<file path="config.mk">
export PLATFORM = sky130hd
export DESIGN_NAME = mc_ctrl_unit
export DESIGN_NICKNAME = d
export VERILOG_FILES = /design/src/rtl/mc_ctrl_unit.sv
export SDC_FILE = /design/constraint.sdc
export NUM_CORES = 1
export LEC_CHECK = 0
export BUFFER_PORTS_ARGS = -buffer_cell sky130_fd_sc_hd__buf_2
export CAP_MARGIN = 20
export CORE_MARGIN = 8
export CORE_UTILIZATION = 55
export DETAILED_ROUTE_END_ITERATION = 12
export PLACE_DENSITY_LB_ADDON = 0.08
export SLEW_MARGIN = 20
export SYNTH_ARGS = -nofsm -noshare
export SYNTH_HDL_FRONTEND = slang
export SYNTH_SLANG_ARGS = --single-unit
</file>
<file path="constraint.sdc">
create_clock -name clk -period 5.9 [get_ports clk]
set_input_delay 1.18 -clock clk [delete_from_list [all_inputs] [get_ports clk]]
set_output_delay 1.18 -clock clk [all_outputs]
set_load 0.01 [all_outputs]
</file>
<file path="src/rtl/mc_ctrl_unit.sv">
// Multi-cycle MIPS controller: IF/ID/EX/MEM/WB sequencing with wait-state timeout and traps.
// Optional branch support (beq/bne) is enabled by defining CTRL_BRANCH_EN.
module mc_ctrl_unit #(
  parameter int unsigned REG_AW      = 5,
  parameter int unsigned IMM_W       = 16,
  parameter int unsigned CNT_W       = 16,
  parameter int unsigned MEM_TIMEOUT = 15
) (
  input  logic              clk,
  input  logic              rst,
  input  logic [31:0]       inst,
  input  logic              mem_ready,
  input  logic              zero,
  output logic [2:0]        state,
  output logic              mem_req,
  output logic              Mem_Write,
  output logic              ir_write,
  output logic              pc_write,
  output logic              pc_src,
  output logic [REG_AW-1:0] rs,
  output logic [REG_AW-1:0] rt,
  output logic [REG_AW-1:0] rd,
  output logic [IMM_W-1:0]  imm,
  output logic              imm_s,
  output logic              rt_imm_s,
  output logic              rd_rt_s,
  output logic              alu_mem_s,
  output logic [2:0]        ALU_OP,
  output logic              Write_Reg,
  output logic              trap,
  output logic [1:0]        trap_cause,
  output logic [CNT_W-1:0]  retired
);

  typedef enum logic [2:0] {
    StIf   = 3'd0,
    StId   = 3'd1,
    StEx   = 3'd2,
    StMem  = 3'd3,
    StWb   = 3'd4,
    StTrap = 3'd7
  } state_e;

  localparam logic [7:0] WaitLimit = 8'(MEM_TIMEOUT - 1);

  state_e             state_q, state_d;
  logic [31:0]        ir_q, ir_d;
  logic [7:0]         wait_q, wait_d;
  logic [CNT_W-1:0]   retired_q, retired_d;
  logic               trap_q, trap_d;
  logic [1:0]         cause_q, cause_d;

  logic [5:0] op, funct;
  logic [4:0] shamt;
  logic       dec_legal, dec_nop, dec_lw, dec_sw, dec_br, dec_bne;
  logic       dec_imm_s, dec_rt_imm_s, dec_rd_rt_s;
  logic [2:0] dec_alu_op;
  logic       timeout;

  logic mem_req_c, mem_write_c, ir_write_c, pc_write_c, pc_src_c, write_reg_c;

  assign op    = ir_q[31:26];
  assign shamt = ir_q[10:6];
  assign funct = ir_q[5:0];

  // Decode from the registered IR so fields hold steady from ID until the next fetch.
  always_comb begin
    dec_legal    = 1'b0;
    dec_nop      = 1'b0;
    dec_lw       = 1'b0;
    dec_sw       = 1'b0;
    dec_br       = 1'b0;
    dec_bne      = 1'b0;
    dec_imm_s    = 1'b0;
    dec_rt_imm_s = 1'b0;
    dec_rd_rt_s  = 1'b0;
    dec_alu_op   = 3'b000;
    case (op)
      6'b000000: begin
        if (shamt == 5'd0) begin
          dec_legal = 1'b1;
          case (funct)
            6'b100000: dec_alu_op = 3'b100;
            6'b100010: dec_alu_op = 3'b101;
            6'b100100: dec_alu_op = 3'b000;
            6'b100101: dec_alu_op = 3'b001;
            6'b100110: dec_alu_op = 3'b010;
            6'b100111: dec_alu_op = 3'b011;
            6'b101011: dec_alu_op = 3'b110;
            6'b000100: dec_alu_op = 3'b111;
            6'b000000: dec_nop    = 1'b1;
            default:   dec_legal  = 1'b0;
          endcase
        end
      end
      6'b001000: begin
        dec_legal = 1'b1; dec_imm_s = 1'b1; dec_alu_op = 3'b100;
        dec_rt_imm_s = 1'b1; dec_rd_rt_s = 1'b1;
      end
      6'b001100: begin
        dec_legal = 1'b1; dec_alu_op = 3'b000; dec_rt_imm_s = 1'b1; dec_rd_rt_s = 1'b1;
      end
      6'b001110: begin
        dec_legal = 1'b1; dec_alu_op = 3'b010; dec_rt_imm_s = 1'b1; dec_rd_rt_s = 1'b1;
      end
      6'b001011: begin
        dec_legal = 1'b1; dec_alu_op = 3'b110; dec_rt_imm_s = 1'b1; dec_rd_rt_s = 1'b1;
      end
      6'b100011: begin
        dec_legal = 1'b1; dec_lw = 1'b1; dec_imm_s = 1'b1; dec_alu_op = 3'b100;
        dec_rt_imm_s = 1'b1; dec_rd_rt_s = 1'b1;
      end
      6'b101011: begin
        dec_legal = 1'b1; dec_sw = 1'b1; dec_imm_s = 1'b1; dec_alu_op = 3'b100;
        dec_rt_imm_s = 1'b1; dec_rd_rt_s = 1'b1;
      end
`ifdef CTRL_BRANCH_EN
      6'b000100, 6'b000101: begin
        dec_legal = 1'b1; dec_br = 1'b1; dec_bne = op[0];
        dec_imm_s = 1'b1; dec_alu_op = 3'b101;
      end
`endif
      default: dec_legal = 1'b0;
    endcase
  end

  assign timeout = (wait_q == WaitLimit);

  always_comb begin
    state_d     = state_q;
    ir_d        = ir_q;
    wait_d      = 8'd0;
    retired_d   = retired_q;
    trap_d      = trap_q;
    cause_d     = cause_q;
    mem_req_c   = 1'b0;
    mem_write_c = 1'b0;
    ir_write_c  = 1'b0;
    pc_write_c  = 1'b0;
    pc_src_c    = 1'b0;
    write_reg_c = 1'b0;
    case (state_q)
      StIf: begin
        mem_req_c = 1'b1;
        if (mem_ready) begin
          ir_write_c = 1'b1;
          pc_write_c = 1'b1;
          ir_d       = inst;
          state_d    = StId;
        end else if (timeout) begin
          state_d = StTrap;
          trap_d  = 1'b1;
          cause_d = 2'b10;
        end else begin
          wait_d = wait_q + 8'd1;
        end
      end
      StId: begin
        if (dec_legal) begin
          state_d = StEx;
        end else begin
          state_d = StTrap;
          trap_d  = 1'b1;
          cause_d = 2'b01;
        end
      end
      StEx: begin
        if (dec_nop || dec_br) begin
          // Taken when beq sees zero=1 or bne sees zero=0.
          if (dec_br && (zero ^ dec_bne)) begin
            pc_write_c = 1'b1;
            pc_src_c   = 1'b1;
          end
          retired_d = retired_q + CNT_W'(1);
          state_d   = StIf;
        end else if (dec_lw || dec_sw) begin
          state_d = StMem;
        end else begin
          state_d = StWb;
        end
      end
      StMem: begin
        mem_req_c   = 1'b1;
        mem_write_c = dec_sw;
        if (mem_ready) begin
          if (dec_sw) begin
            retired_d = retired_q + CNT_W'(1);
            state_d   = StIf;
          end else begin
            state_d = StWb;
          end
        end else if (timeout) begin
          state_d = StTrap;
          trap_d  = 1'b1;
          cause_d = 2'b10;
        end else begin
          wait_d = wait_q + 8'd1;
        end
      end
      StWb: begin
        write_reg_c = 1'b1;
        retired_d   = retired_q + CNT_W'(1);
        state_d     = StIf;
      end
      StTrap: state_d = StTrap;
      default: state_d = StIf;
    endcase
  end

  always_ff @(posedge clk) begin
    if (rst) begin
      state_q   <= StIf;
      ir_q      <= 32'd0;
      wait_q    <= 8'd0;
      retired_q <= '0;
      trap_q    <= 1'b0;
      cause_q   <= 2'b00;
    end else begin
      state_q   <= state_d;
      ir_q      <= ir_d;
      wait_q    <= wait_d;
      retired_q <= retired_d;
      trap_q    <= trap_d;
      cause_q   <= cause_d;
    end
  end

  // Strobes are forced low while reset is held.
  assign mem_req   = mem_req_c   & ~rst;
  assign Mem_Write = mem_write_c & ~rst;
  assign ir_write  = ir_write_c  & ~rst;
  assign pc_write  = pc_write_c  & ~rst;
  assign Write_Reg = write_reg_c & ~rst;
`ifdef CTRL_BRANCH_EN
  assign pc_src    = pc_src_c    & ~rst;
`else
  logic unused_branch;
  assign unused_branch = zero ^ pc_src_c;
  assign pc_src        = 1'b0;
`endif

  assign state      = state_q;
  assign rs         = ir_q[21 +: REG_AW];
  assign rt         = ir_q[16 +: REG_AW];
  assign rd         = ir_q[11 +: REG_AW];
  assign imm        = ir_q[IMM_W-1:0];
  assign imm_s      = dec_imm_s;
  assign rt_imm_s   = dec_rt_imm_s;
  assign rd_rt_s    = dec_rd_rt_s;
  assign alu_mem_s  = dec_lw;
  assign ALU_OP     = dec_alu_op;
  assign trap       = trap_q;
  assign trap_cause = cause_q;
  assign retired    = retired_q;

endmodule
</file>
## Yosys cells after proc, flatten, opt, wreduce, memory -nomap -nowiden

Cells that the tools add are included.

- Bits in registers: 62
- Word-level logic and storage cells: 93
- RAM bits: 0
- Memories kept: 0
- Bits in latches: 0
- ROM bits: 0

- Reductions and logical operators: 15
- Multiply operators: 0
- Bitwise gates (word level): 6
- Muxes and demuxes: 38
- Equal/unequal tests: 26
- Magnitude comparators: 0
- Shifts and indexed selects: 0
- Add/sub/neg operators: 2
- Div/mod/pow operators: 0

Operators by type and width:

| cell | count |
|---|---|
| == test 6 bit, second input constant | 9 |
| two-way mux 16 bit | 3 |
| case mux 16 bit (3 select lines) | 1 |
| == test 6 x 4 -> 1 bit, second input constant | 4 |
| two-way mux 3 bit | 8 |
| case mux 3 bit (7 select lines) | 1 |
| two-way mux 1 bit | 17 |
| adder 16 x 1 -> 16 bit, second input constant | 1 |
| case mux 3 bit (5 select lines) | 1 |
| logical NOT 6 bit | 2 |
| case mux 3 bit (4 select lines) | 1 |
| != test 2 bit, second input constant | 5 |
| OR reduction 9 bit | 1 |
| adder 8 x 1 -> 8 bit, second input constant | 1 |
| == test 8 x 4 -> 1 bit, second input constant | 1 |
| AND reduction 4 bit | 2 |
| == test 3 x 2 -> 1 bit, second input constant | 2 |
| == test 3 bit, second input constant | 2 |
| == test 6 x 3 -> 1 bit, second input constant | 1 |
| two-way mux 2 bit | 3 |
| OR reduction 6 bit | 1 |
| logical NOT 5 bit | 1 |
| AND 1 bit | 4 |
| case mux 1 bit (2 select lines) | 2 |
| 12 further kinds | 13 |

## Logic depth before layout (Yosys ltp)

Gate-level depths: netlist (run 1).

- Depth in word-level cells: 7
- Gate-level depth with buffers: 8

## Least setup slack after synthesis (run 1)

No wires, ideal clock.

- Path kind: in2out
- From: input port mem_ready
- To: output port pc_write
- Stages: 6
- Path slack: 2.643 ns
- Data arrival time: 2.077 ns
- Data required time: 4.720 ns
- Path buffers: 2
- Cells stage by stage: inv_1 -> nor2_1 -> nand2_1 -> clkbuf_1 -> nor2_1 -> buf_4

- Word-level cells in the longest chain between the ends: 3

Ends and longest elaborated chain:

| what | RTL line | text |
|---|---|---|
| start, declared | 12 | `input logic mem_ready,` |
| two-way mux 1 bit (2 in series) | n/a |  |
| AND 1 bit | 232 | `assign pc_write = pc_write_c & ~rst;` |
| end, declared | 18 | `output logic pc_write,` |

No other way between the ends.

## Worst setup path after layout (run 1)

- From: input port mem_ready
- To: output port pc_write

- Word-level cells in the longest chain between the ends: 3

Ends and longest elaborated chain:

| what | RTL line | text |
|---|---|---|
| two-way mux 1 bit | 145 | `if (mem_ready) begin` |
| two-way mux 1 bit | n/a |  |
| AND 1 bit | 232 |  |

No other way between the ends.

==> metrics.log, run 1 <==
[metrics] count of yosys warnings during synthesis: 0
[metrics] global route overflow: 0
[metrics] Sw Pwr: 0.000580 W
[metrics] total power: 0.00150 W
[metrics] post-route ant nets: 0
[metrics] clock slew at the register clock pins of the worst setup and hold paths: 0.08 ns
[metrics] part of the Yosys area used for sequential elements: 39.3%
[metrics] net switching fraction of the power: between 30% and 40%
[metrics] ranking of synthesized cells by area: sky130_fd_sc_hd__dfxtp_1, sky130_fd_sc_hd__nand2_1, sky130_fd_sc_hd__a21oi_1, sky130_fd_sc_hd__buf_4, sky130_fd_sc_hd__nor2_1
[metrics] final count of hold timing violations: 0
[metrics] number of standard-cell rows in the floorplan: 27
[metrics] DP Wirelength: 5.30 mm
[metrics] share of layout cells above drive strength 1: 27.2%
[metrics] ANT cells: 0
[metrics] Global Route Usage Sum: about 17%
[metrics] combinational fraction of design power: 33.7%
[metrics] maximum number of pins on one net before global-route repair: 61
[metrics] Max Cap Viol: 0
[metrics] async set-reset flop share out of synthesis: 0%
[metrics] Final Worst Setup Slack: approximately 2.3 ns
[metrics] library cell with the largest summed area after synthesis: sky130_fd_sc_hd__dfxtp_1
[metrics] mean cell area of the mapped netlist: 7.80 sq um
[metrics] gate count after technology mapping: 405
[metrics] wire length per cell: 14.1 um
[metrics] final hold slack: 0.453 ns
[metrics] kind of critical path: primary input to primary output
[metrics] Routed WL: 7.60 mm
[metrics] internal cell power: a little over 0.0009 W
[metrics] cts repair resizes: 0
[metrics] cell with the most instances after synthesis: sky130_fd_sc_hd__nand2_1
[metrics] Relative slew margins: 27.4%
[metrics] total number of vias: 2928
[metrics] type of destination of the critical path: primary output
[metrics] Synth Register Bits: 62
[metrics] top_reg_cell synth: sky130_fd_sc_hd__dfxtp_1
[metrics] setup-violating endpoint count in the final report: 0
[metrics] CTS H-Tree Depth: 3
[metrics] arrival time worst endpoint: about 2.5 ns
[metrics] area growth from synthesis to layout: 15.7%
[metrics] count of input and output buffers: slightly below 100
[metrics] Yosys cell types: 50
[metrics] violation count after the first detailed-routing iteration: between 150 and 200
[metrics] unrepaired setup endpoints after global routing: no
[metrics] CTS Root Cell: sky130_fd_sc_hd__clkbuf_8
[metrics] global-route wire length before repair: 12.3 mm
[metrics] result of the run: complete, no violations
[metrics] overall die area: between 8000 and 9000 sq um
[metrics] net count of the finished layout: 501
[metrics] Highest Clock Rate: 275 MHz
[metrics] number of buffers between clock root and the deepest sink: 2
[metrics] number of global-route vias before repair: 2575
[metrics] share of power burned in registers: around two fifths
[metrics] depth of the worst register-to-register path: 6
[metrics] post-CTS setup-driven buffer insertion count: 0
[metrics] clock share of power: 27.5%
[metrics] Layout Skew: roughly 0.012 ns
[metrics] initial core utilization: 57.0%
[metrics] Core Region: around 5500 sq um
[metrics] top post-synthesis cells by count: sky130_fd_sc_hd__nand2_1, sky130_fd_sc_hd__dfxtp_1, sky130_fd_sc_hd__a21oi_1
[metrics] number of enable flip-flop cells after synthesis: 0
[metrics] antenna violations before repair: 0
[metrics] required arrival time at the worst endpoint: 4.72 ns
[metrics] IR drop worst, VDD: 0.212 mV
[metrics] kind of launch point of the worst setup path: primary input
[metrics] total of hold buffers inserted after clock tree synthesis: 0
[metrics] global placer's final weighted congestion: 0.792
[metrics] remaining routing DRC violations: 0
[metrics] worst setup slack before clock tree synthesis: 1.86 ns
[metrics] power density over the cells: 409 nW/um^2
[metrics] setup tns final: 0 ns
[metrics] number of max-slew violations in the final report: 0
[metrics] die width: 91.8 um
[metrics] CTS tree: done
[metrics] vias per std cell: 5.43
[metrics] Syn Nets: approximately 440
[metrics] DRT Pass-1 Iters: 4
[metrics] number of fillers in the final layout: 499
[metrics] total CTS buffers: 9
[metrics] Synth top area share: 39.3%
[metrics] hold path cells: 2
[metrics] kind of path behind the tightest hold check: flip-flop to flip-flop
[metrics] time the worst path needs with I/O delays and setup: between 3 and 4 ns
[metrics] die height: ~92 um
[metrics] Skew-Pair Late Insertion Delay: 0.34 ns
[metrics] Crit Path Max Fanout: 33
[metrics] fraction of the cycle the final worst path needs: 61.7%
[metrics] clock tree sinks: 62
[metrics] slew at the pin closest to its max-slew limit: ~1.1 ns
[metrics] Mapped Area: 3160 sq um
[metrics] LEAKAGE: 1.53 nW
[metrics] total I/O pin count: 102
per-stage QoR:
stage	instances	utilization (%)	area, sq um
after CTS	538	65.7	3640
after detailed placement	522	61.7	3420
final	539	66.0	3660
after global routing	539	66.0	3660
after floorplan	405	-	3160
after global placement	522	61.7	3420
worst paths after layout:
path                                    from                          to  slack [ns]
setup reg to reg        ir_q[6]$_SDFFE_PP0P_     retired[5]$_SDFFE_PP0P_        3.52
setup / recovery                   mem_ready                    pc_write        2.26
hold reg to reg   trap_cause[0]$_SDFFE_PP0P_  trap_cause[0]$_SDFFE_PP0P_        0.45
hold / removal    trap_cause[0]$_SDFFE_PP0P_  trap_cause[0]$_SDFFE_PP0P_        0.45
routing by layer:
metal	GRT usage [%]	part of all wire, %	up-vias
met2	26.4	45	80
met3	6.11	8.3	11
met4	7.65	1.5	0
met1	21.8	45	1338
met5	0	0	-
li1	-	-	1499
flip-flops by register name, summed over array words and instances (netlist names):
| name | cells |
|---|---|
| ir_q | 32 |
| state | 3 |
| trap | 1 |
| wait_q | 8 |
| retired | 16 |
| trap_cause | 2 |
cells in the final DEF (no fill, tap or decap), drive strengths merged, types with 3 or more instances in the layout:
master,n
a2111oi,3
a21oi,54
and3,3
buf,102
clkbuf,9
clkinv,4
dfxtp,62
ha,3
inv,9
nand2,82
nand3,12
nand4,4
nor2,27
nor2b,4
nor3,3
nor4,8
o21ai,7
o31ai,9
o41ai,4
or3,3
or4,11
or4b,3
xnor2,3
xor2,5
cell type report:
cell class                 count  area, sq um  area share (%)
multi-input combinational    278         1550            42.3
sequential                    62         1240            33.9
timing repair buffer         102          522            14.3
clock buffer                   9          124            3.39
clock inverter                 7         98.8            2.70
tap                           72         90.1            2.46
inverter                       9         33.8           0.924
power groups by stage:
stage | clock, W | combinational [W] | sequential, W
final | 0.000412 | 0.000504 | 0.000581
after global routing | 0.000440 | 0.000564 | 0.000597
after CTS | 0.000421 | 0.000503 | 0.000580
after detailed placement | 0 | 0.000502 | 0.000589
after global placement | 0 | 0.000494 | 0.000585
after floorplan | 0 | 0.000427 | 0.000559
worst max-delay path, stage by stage:
cell	delay (ns)
sky130_fd_sc_hd__buf_2	0.12
sky130_fd_sc_hd__inv_1	0.11
sky130_fd_sc_hd__nor2_1	0.18
sky130_fd_sc_hd__nand2_2	0.40
sky130_fd_sc_hd__nor2_1	0.30
sky130_fd_sc_hd__buf_2	0.17
kinds of logic after synthesis:
kind of cell / synth area share (%)
AOI/OAI and AO/OA: 17.8
other: 0.119
and+or+nand+nor: 27.0
buffers and inverters: 12.1
muxes: 0.356
DFF: 39.3
adders and majority gates: 1.19
xor gates and xnor gates: 2.22
No activity file was read; power rests on OpenSTA's default activity.
==> run 2, diff against run 1 <==
Settings changed: CORE_UTILIZATION 55 to 46.
Clock period 5.9 ns to 3 ns, I/O delays scaled along.
==> run 2 against run 1 <==
  * Core utilization is 11 points lower
  * Final cell count is 2.4% higher
  * Critical path depth is 2 lower
  * Via count is 1.0% higher
  * Sequential share of layout area is 0.17 points lower
  * Wire length is 4.7% higher
  * Clock-buffer cell count is 3 higher
  * Design area is 0.51% higher
  * First-iteration DRC count is 9.0% lower
  * Largest power group unchanged
==> metrics.log, run 2 (same netlist as run 1, synthesis figures left out) <==
[metrics] finished layout cell area: 3670 sq um (+0.51%)
[metrics] register with the most flip-flops: ir_q
[metrics] global-route wire length before repair: 13.0 mm (+5.6%)
[metrics] total power: 0.00291 W (+95%)
[metrics] fraction of the cycle the final worst path needs: 86.5%
[metrics] Sw Pwr: 0.00113 W (+94%)
[metrics] flip-flop count of the largest register after layout: 32 (unchanged)
[metrics] number of standard-cell rows in the floorplan: 30 (+11%)
[metrics] net switching fraction of the power: 38.7% (-0.065 points)
[metrics] global routing usage on met3: 4.79% (-1.3 points)
[metrics] Routed WL: 7.95 mm (+4.7%)
[metrics] Highest Clock Rate: 385 MHz
[metrics] post-route ant nets: 0 (unchanged)
[metrics] internal cell power: 0.00179 W (+95%)
[metrics] count of input and output buffers: 99 (unchanged)
[metrics] combinational fraction of design power: 35.4% (+1.7 points)
[metrics] required arrival time at the worst endpoint: 2.40 ns (-2.32 ns)
[metrics] Skew-Pair Late Insertion Delay: 0.33 ns (about the same)
[metrics] result of the run: complete, no violations
[metrics] kind of path behind the tightest hold check: flip-flop to flip-flop
[metrics] DP Wirelength: 5.67 mm (+7.0%)
[metrics] FF-to-FF End: retired[3]$_SDFFE_PP0P_
[metrics] CTS tree: done
[metrics] IR drop worst, VDD: 0.393 mV (+85%)
[metrics] setup tns final: 0 ns (unchanged)
[metrics] commonest cells after routing, fill and taps aside: sky130_fd_sc_hd__buf_2, sky130_fd_sc_hd__nand2_1, sky130_fd_sc_hd__dfxtp_1
[metrics] Max Cap Viol: 0 (unchanged)
[metrics] CTS H-Tree Depth: 3 (unchanged)
[metrics] share of layout cells above drive strength 1: 27.5% (+0.35 points)
[metrics] power density over the cells: 793 nW/um^2 (+94%)
[metrics] most used routing layer in global routing: met2
[metrics] global route overflow: 0 (unchanged)
[metrics] time the worst path needs with I/O delays and setup: 2.59 ns
[metrics] Hold EP: ir_q[24]$_SDFFE_PP0P_
[metrics] initial core utilization: 47.0% (-10 points)
[metrics] kind of critical path: flip-flop to primary output
[metrics] arrival time worst endpoint: 1.99 ns (-0.47 ns)
[metrics] violation count after the first detailed-routing iteration: 162 (-9.0%)
[metrics] CTS Root Cell: sky130_fd_sc_hd__clkbuf_8
[metrics] global routing met1 resource utilization: 18.3% (-3.5 points)
[metrics] share of power burned in registers: 39.3% (+0.5 points)
[metrics] Relative slew margins: 62.8% (+35 points)
[metrics] antenna violations before repair: 0 (unchanged)
[metrics] wire length per cell: 14.4 um (+2.2%)
[metrics] total I/O pin count: 102 (unchanged)
[metrics] depth of the worst register-to-register path: 6 (unchanged)
[metrics] Core Region: 6720 sq um (+21%)
[metrics] DRT Pass-1 Iters: 4 (unchanged)
[metrics] vias per std cell: 5.36 (-1.4%)
[metrics] total CTS buffers: 9 (unchanged)
[metrics] cts repair resizes: 0 (unchanged)
[metrics] number of global-route vias before repair: 2798 (+8.7%)
[metrics] global placer's final weighted congestion: 0.787 (-0.61%)
[metrics] area growth from synthesis to layout: 16.3%
[metrics] final hold slack: 0.452 ns (-0.00118 ns)
[metrics] net count of the finished layout: 506 (+1.0%)
[metrics] number of fillers in the final layout: 671 (+34%)
[metrics] total of hold buffers inserted after clock tree synthesis: 0 (unchanged)
[metrics] Critical R2R Launch: ir_q[6]$_SDFFE_PP0P_
[metrics] total number of vias: 2958 (+1.0%)
[metrics] clock share of power: 25.3% (-2.2 points)
[metrics] R2R setup slack: 0.61 ns (-2.91 ns)
[metrics] Layout Skew: 0.00946 ns (-0.00239 ns)
[metrics] post-CTS setup-driven buffer insertion count: 0 (unchanged)
[metrics] unrepaired setup endpoints after global routing: no
[metrics] Crit Path Max Fanout: 10 (-70%)
[metrics] kind of launch point of the worst setup path: flip-flop
[metrics] maximum number of pins on one net before global-route repair: 41 (-33%)
[metrics] most common library cell in the layout ignoring fill and taps: sky130_fd_sc_hd__buf_2
[metrics] Post-Place Cell Area: 3470 sq um (+1.6%)
[metrics] remaining routing DRC violations: 0 (unchanged)
[metrics] clock slew at the register clock pins of the worst setup and hold paths: 0.07 ns (about the same)
[metrics] clock tree sinks: 62 (unchanged)
[metrics] hold path cells: 2 (unchanged)
[metrics] worst hold start: ir_q[24]$_SDFFE_PP0P_
[metrics] number of buffers between clock root and the deepest sink: 2 (unchanged)
[metrics] type of destination of the critical path: primary output
[metrics] setup-violating endpoint count in the final report: 0 (unchanged)
[metrics] Global Route Usage Sum: 16.0% (-1.4 points)
[metrics] final count of hold timing violations: 0 (unchanged)
[metrics] LEAKAGE: 1.55 nW (+1.3%)
[metrics] slew at the pin closest to its max-slew limit: 0.557 ns (-0.531 ns)
[metrics] overall die area: 9780 sq um (+16%)
[metrics] die width: 98.9 um (+7.7%)
[metrics] global routing met2 resource utilization: 26.8% (+0.36 points)
[metrics] ANT cells: 0 (unchanged)
[metrics] die height: 98.9 um (+7.7%)
[metrics] number of max-slew violations in the final report: 0 (unchanged)
-- run 2: how the worst max path moves through the flow --
stage | startpoint | to | slack, ns
after floorplan | state[2]$_SDFF_PP0_ | pc_write | 0.90
after global placement | mem_ready | retired[7]$_SDFFE_PP0P_ | 0.65
after detailed placement | mem_ready | retired[3]$_SDFFE_PP0P_ | 0.62
after CTS | ir_q[29]$_SDFFE_PP0P_ | ALU_OP[2] | 0.38
after global routing | ir_q[29]$_SDFFE_PP0P_ | ALU_OP[2] | 0.32
final | ir_q[29]$_SDFFE_PP0P_ | ALU_OP[2] | 0.41
-- run 2: final cells by class --
type,instances,area (sq um),area share (%)
multi-input cells,278,1540,42.0
flip-flops and latches,62,1240,33.8
repair buffers,107,556,15.1
clock buffers,12,155,4.22
well taps,80,100,2.72
clock inverters,4,45.0,1.23
inverters,9,33.8,0.919
-- run 2: worst max-delay path: stages (launching register included) --
cell and delay, ns:
sky130_fd_sc_hd__dfxtp_1 0.54, sky130_fd_sc_hd__or3b_2 0.50, sky130_fd_sc_hd__o22a_1 0.19, sky130_fd_sc_hd__o32ai_1 0.26, sky130_fd_sc_hd__buf_2 0.19
-- run 2: per-layer routing --
metal | share of wire (%) | up-vias
met1 | 45 | 1372
met4 | 0.88 | 0
met2 | 47 | 75
met5 | 0 | -
met3 | 6.3 | 6
li1 | - | 1505
-- run 2: stage by stage --
step | cells | worst slack [ns] | utilization [%]
4_1_cts | 552 | 0.377 | 54.7
3_5_place_dp | 536 | 0.616 | 51.7
2_1_floorplan | 405 | 0.897 | -
5_1_grt | 552 | 0.318 | 54.7
6_report | 552 | 0.405 | 54.7
3_3_place_gp | 536 | 0.653 | 51.7
-- run 2: power groups by stage --
stage                     clock, W  sequential [W]  combinational, W
final                     0.000737         0.00114           0.00103
after detailed placement         0         0.00116           0.00104
after CTS                 0.000756         0.00114           0.00105
after floorplan                  0         0.00110          0.000840
after global routing      0.000787         0.00117           0.00115
after global placement           0         0.00115           0.00103
==> run 3, diff against run 2 <==
Settings changed: PLACE_DENSITY set to 0.86, PLACE_DENSITY_LB_ADDON 0.08 to not set.
==> run 3 against run 2 <==
  * Maximum frequency grew 0.95%
  * Clock power increased by 23%
  * Die area did not move
  * Clock skew grew 0.00050 ns
  * Design area grew 1.0%
  * Critical path type unchanged
==> metrics.log, run 3 (same netlist as run 1, synthesis figures left out) <==
[metrics] result of the run: complete, no violations
[metrics] post-CTS setup-driven buffer insertion count: 0 (unchanged)
[metrics] setup tns final: 0 ns (unchanged)
[metrics] clock tree sinks: 62 (unchanged)
[metrics] global-route wire length before repair: 13.3 mm (+2.6%)
[metrics] clock slew at the register clock pins of the worst setup and hold paths: 0.08 ns (about the same)
[metrics] hold path cells: 2 (unchanged)
[metrics] utilization after layout: 55.3% (+0.56 points)
[metrics] worst hold start: ir_q[19]$_SDFFE_PP0P_
[metrics] CTS H-Tree Depth: 3 (unchanged)
[metrics] antenna violations before repair: 0 (unchanged)
[metrics] number of max-slew violations in the final report: 0 (unchanged)
[metrics] register with the most flip-flops: ir_q
[metrics] commonest cells after routing, fill and taps aside: sky130_fd_sc_hd__buf_2, sky130_fd_sc_hd__nand2_1, sky130_fd_sc_hd__dfxtp_1
[metrics] kind of critical path: flip-flop to primary output
[metrics] unrepaired setup endpoints after global routing: no
[metrics] net count of the finished layout: 504 (-0.40%)
[metrics] Skew-Pair Late Insertion Delay: 0.35 ns (+0.02 ns)
[metrics] vias per std cell: 5.44 (+1.6%)
[metrics] Post-Place Cell Area: 3450 sq um (-0.65%)
[metrics] number of buffers between clock root and the deepest sink: 2 (unchanged)
[metrics] number of standard-cell rows in the floorplan: 30 (unchanged)
[metrics] LEAKAGE: 1.56 nW (+0.59%)
[metrics] die width: 98.9 um (unchanged)
[metrics] number of global-route vias before repair: 2850 (+1.9%)
[metrics] Hold EP: ir_q[19]$_SDFFE_PP0P_
[metrics] CTS tree: done
[metrics] Sw Pwr: 0.00117 W (+3.4%)
[metrics] FF-to-FF End: retired[5]$_SDFFE_PP0P_
[metrics] IR drop worst, VDD: 0.308 mV (-22%)
[metrics] depth of the worst register-to-register path: 6 (unchanged)
[metrics] most common library cell in the layout ignoring fill and taps: sky130_fd_sc_hd__buf_2
[metrics] share of power burned in registers: 37.2% (-2.1 points)
[metrics] Core Region: 6720 sq um (unchanged)
[metrics] initial core utilization: 47.0% (unchanged)
[metrics] Max Cap Viol: 0 (unchanged)
[metrics] Highest Clock Rate: 389 MHz (+0.95%)
[metrics] net switching fraction of the power: 37.9% (-0.80 points)
[metrics] remaining routing DRC violations: 0 (unchanged)
[metrics] final count of hold timing violations: 0 (unchanged)
[metrics] die height: 98.9 um (unchanged)
[metrics] area growth from synthesis to layout: 17.5%
[metrics] setup-violating endpoint count in the final report: 0 (unchanged)
[metrics] slew at the pin closest to its max-slew limit: 0.791 ns (+0.234 ns)
[metrics] share of layout cells above drive strength 1: 27.4% (-0.096 points)
[metrics] total number of vias: 2994 (+1.2%)
[metrics] Relative slew margins: 47.1% (-16 points)
[metrics] CTS Root Cell: sky130_fd_sc_hd__clkbuf_8
[metrics] Routed WL: 8.01 mm (+0.67%)
[metrics] total of hold buffers inserted after clock tree synthesis: 0 (unchanged)
[metrics] ANT cells: 0 (unchanged)
[metrics] violation count after the first detailed-routing iteration: 161 (-0.62%)
[metrics] kind of path behind the tightest hold check: flip-flop to flip-flop
[metrics] wire length per cell: 14.6 um (+1.0%)
[metrics] cts repair resizes: 0 (unchanged)
[metrics] clock share of power: 29.5% (+4.2 points)
[metrics] global placer's final weighted congestion: 0.824 (+4.7%)
[metrics] total I/O pin count: 102 (unchanged)
[metrics] fraction of the cycle the final worst path needs: 85.7% (-0.81 points)
[metrics] combinational fraction of design power: 33.3% (-2.1 points)
[metrics] Layout Skew: 0.00996 ns (+0.000503 ns)
[metrics] kind of launch point of the worst setup path: flip-flop
[metrics] R2R setup slack: 0.64 ns (+0.03 ns)
[metrics] power density over the cells: 828 nW/um^2 (+4.5%)
[metrics] type of destination of the critical path: primary output
[metrics] count of input and output buffers: 99 (unchanged)
[metrics] Global Route Usage Sum: 16.4% (+0.46 points)
[metrics] number of fillers in the final layout: 628 (-6.4%)
[metrics] flip-flop count of the largest register after layout: 32 (unchanged)
[metrics] required arrival time at the worst endpoint: 2.40 ns (about the same)
[metrics] internal cell power: 0.00191 W (+6.9%)
[metrics] total CTS buffers: 9 (unchanged)
[metrics] Critical R2R Launch: ir_q[31]$_SDFFE_PP0P_
[metrics] DRT Pass-1 Iters: 4 (unchanged)
[metrics] global route overflow: 0 (unchanged)
[metrics] maximum number of pins on one net before global-route repair: 36 (-12%)
[metrics] overall die area: 9780 sq um (unchanged)
[metrics] post-route ant nets: 0 (unchanged)
[metrics] time the worst path needs with I/O delays and setup: 2.57 ns (-0.0243 ns)
[metrics] DP Wirelength: 5.75 mm (+1.3%)
[metrics] arrival time worst endpoint: 1.97 ns (-0.02 ns)
[metrics] Crit Path Max Fanout: 7 (-3)
[metrics] finished layout cell area: 3710 sq um (+1.0%)
run 3: changes by cell type in the layout (fill, tap and decap cells not counted), sizes merged:
cell and delta:
bufinv +2, inv +1, buf -2, clkbuf -3
run 3: cell type report:
type	instances	area [sq um]	share of cell area [%]
multi-input combinational	278	1540	41.6
sequential	62	1240	33.4
timing repair buffer	105	548	14.8
clock buffer	9	124	3.34
clock inverter	7	121	3.27
tap	80	100	2.70
inverter	9	33.8	0.910
run 3: power by group through the flow:
stage	Sequential, W	Combinational, W	Clock, W
after floorplan	0.00110	0.000840	0
after global routing	0.00117	0.00115	0.000962
after CTS	0.00114	0.00101	0.000923
after global placement	0.00115	0.000978	0
after detailed placement	0.00116	0.00101	0
final	0.00114	0.00102	0.000907
run 3: through the flow:
step           power (W)  hold WS, ns  std cells  worst slack, ns
3_5_place_dp     0.00217        0.443        533            0.544
3_3_place_gp     0.00213        0.439        533            0.605
5_1_grt          0.00328        0.469        550            0.254
2_1_floorplan    0.00194        0.430        405            0.897
4_1_cts          0.00307        0.455        549            0.425
6_report         0.00307        0.452        550            0.429
run 3: critical path, stage by stage, from the launching register on:
cell and delay [ns]:
sky130_fd_sc_hd__dfxtp_1 0.48, sky130_fd_sc_hd__nand3b_1 0.21, sky130_fd_sc_hd__nor3b_1 0.37, sky130_fd_sc_hd__nand2_1 0.11
sky130_fd_sc_hd__nor4_1 0.26, sky130_fd_sc_hd__buf_2 0.20
run 3: worst max path at each step:
stage	slack, ns	to	depth (start not counted)	from
after floorplan	0.90	pc_write	6	state[2]$_SDFF_PP0_
after global placement	0.61	retired[5]$_SDFFE_PP0P_	5	ir_q[6]$_SDFFE_PP0P_
after detailed placement	0.54	retired[9]$_SDFFE_PP0P_	7	mem_ready
after CTS	0.43	Mem_Write	5	ir_q[27]$_SDFFE_PP0P_
after global routing	0.25	Mem_Write	5	ir_q[27]$_SDFFE_PP0P_
final	0.43	Mem_Write	5	ir_q[27]$_SDFFE_PP0P_
run 3: metal layers:
layer	GRT usage, %	wire length [um]
met1	18.1	3290
met2	27.0	3920
met3	6.13	590
met4	8.38	206
met5	0	0
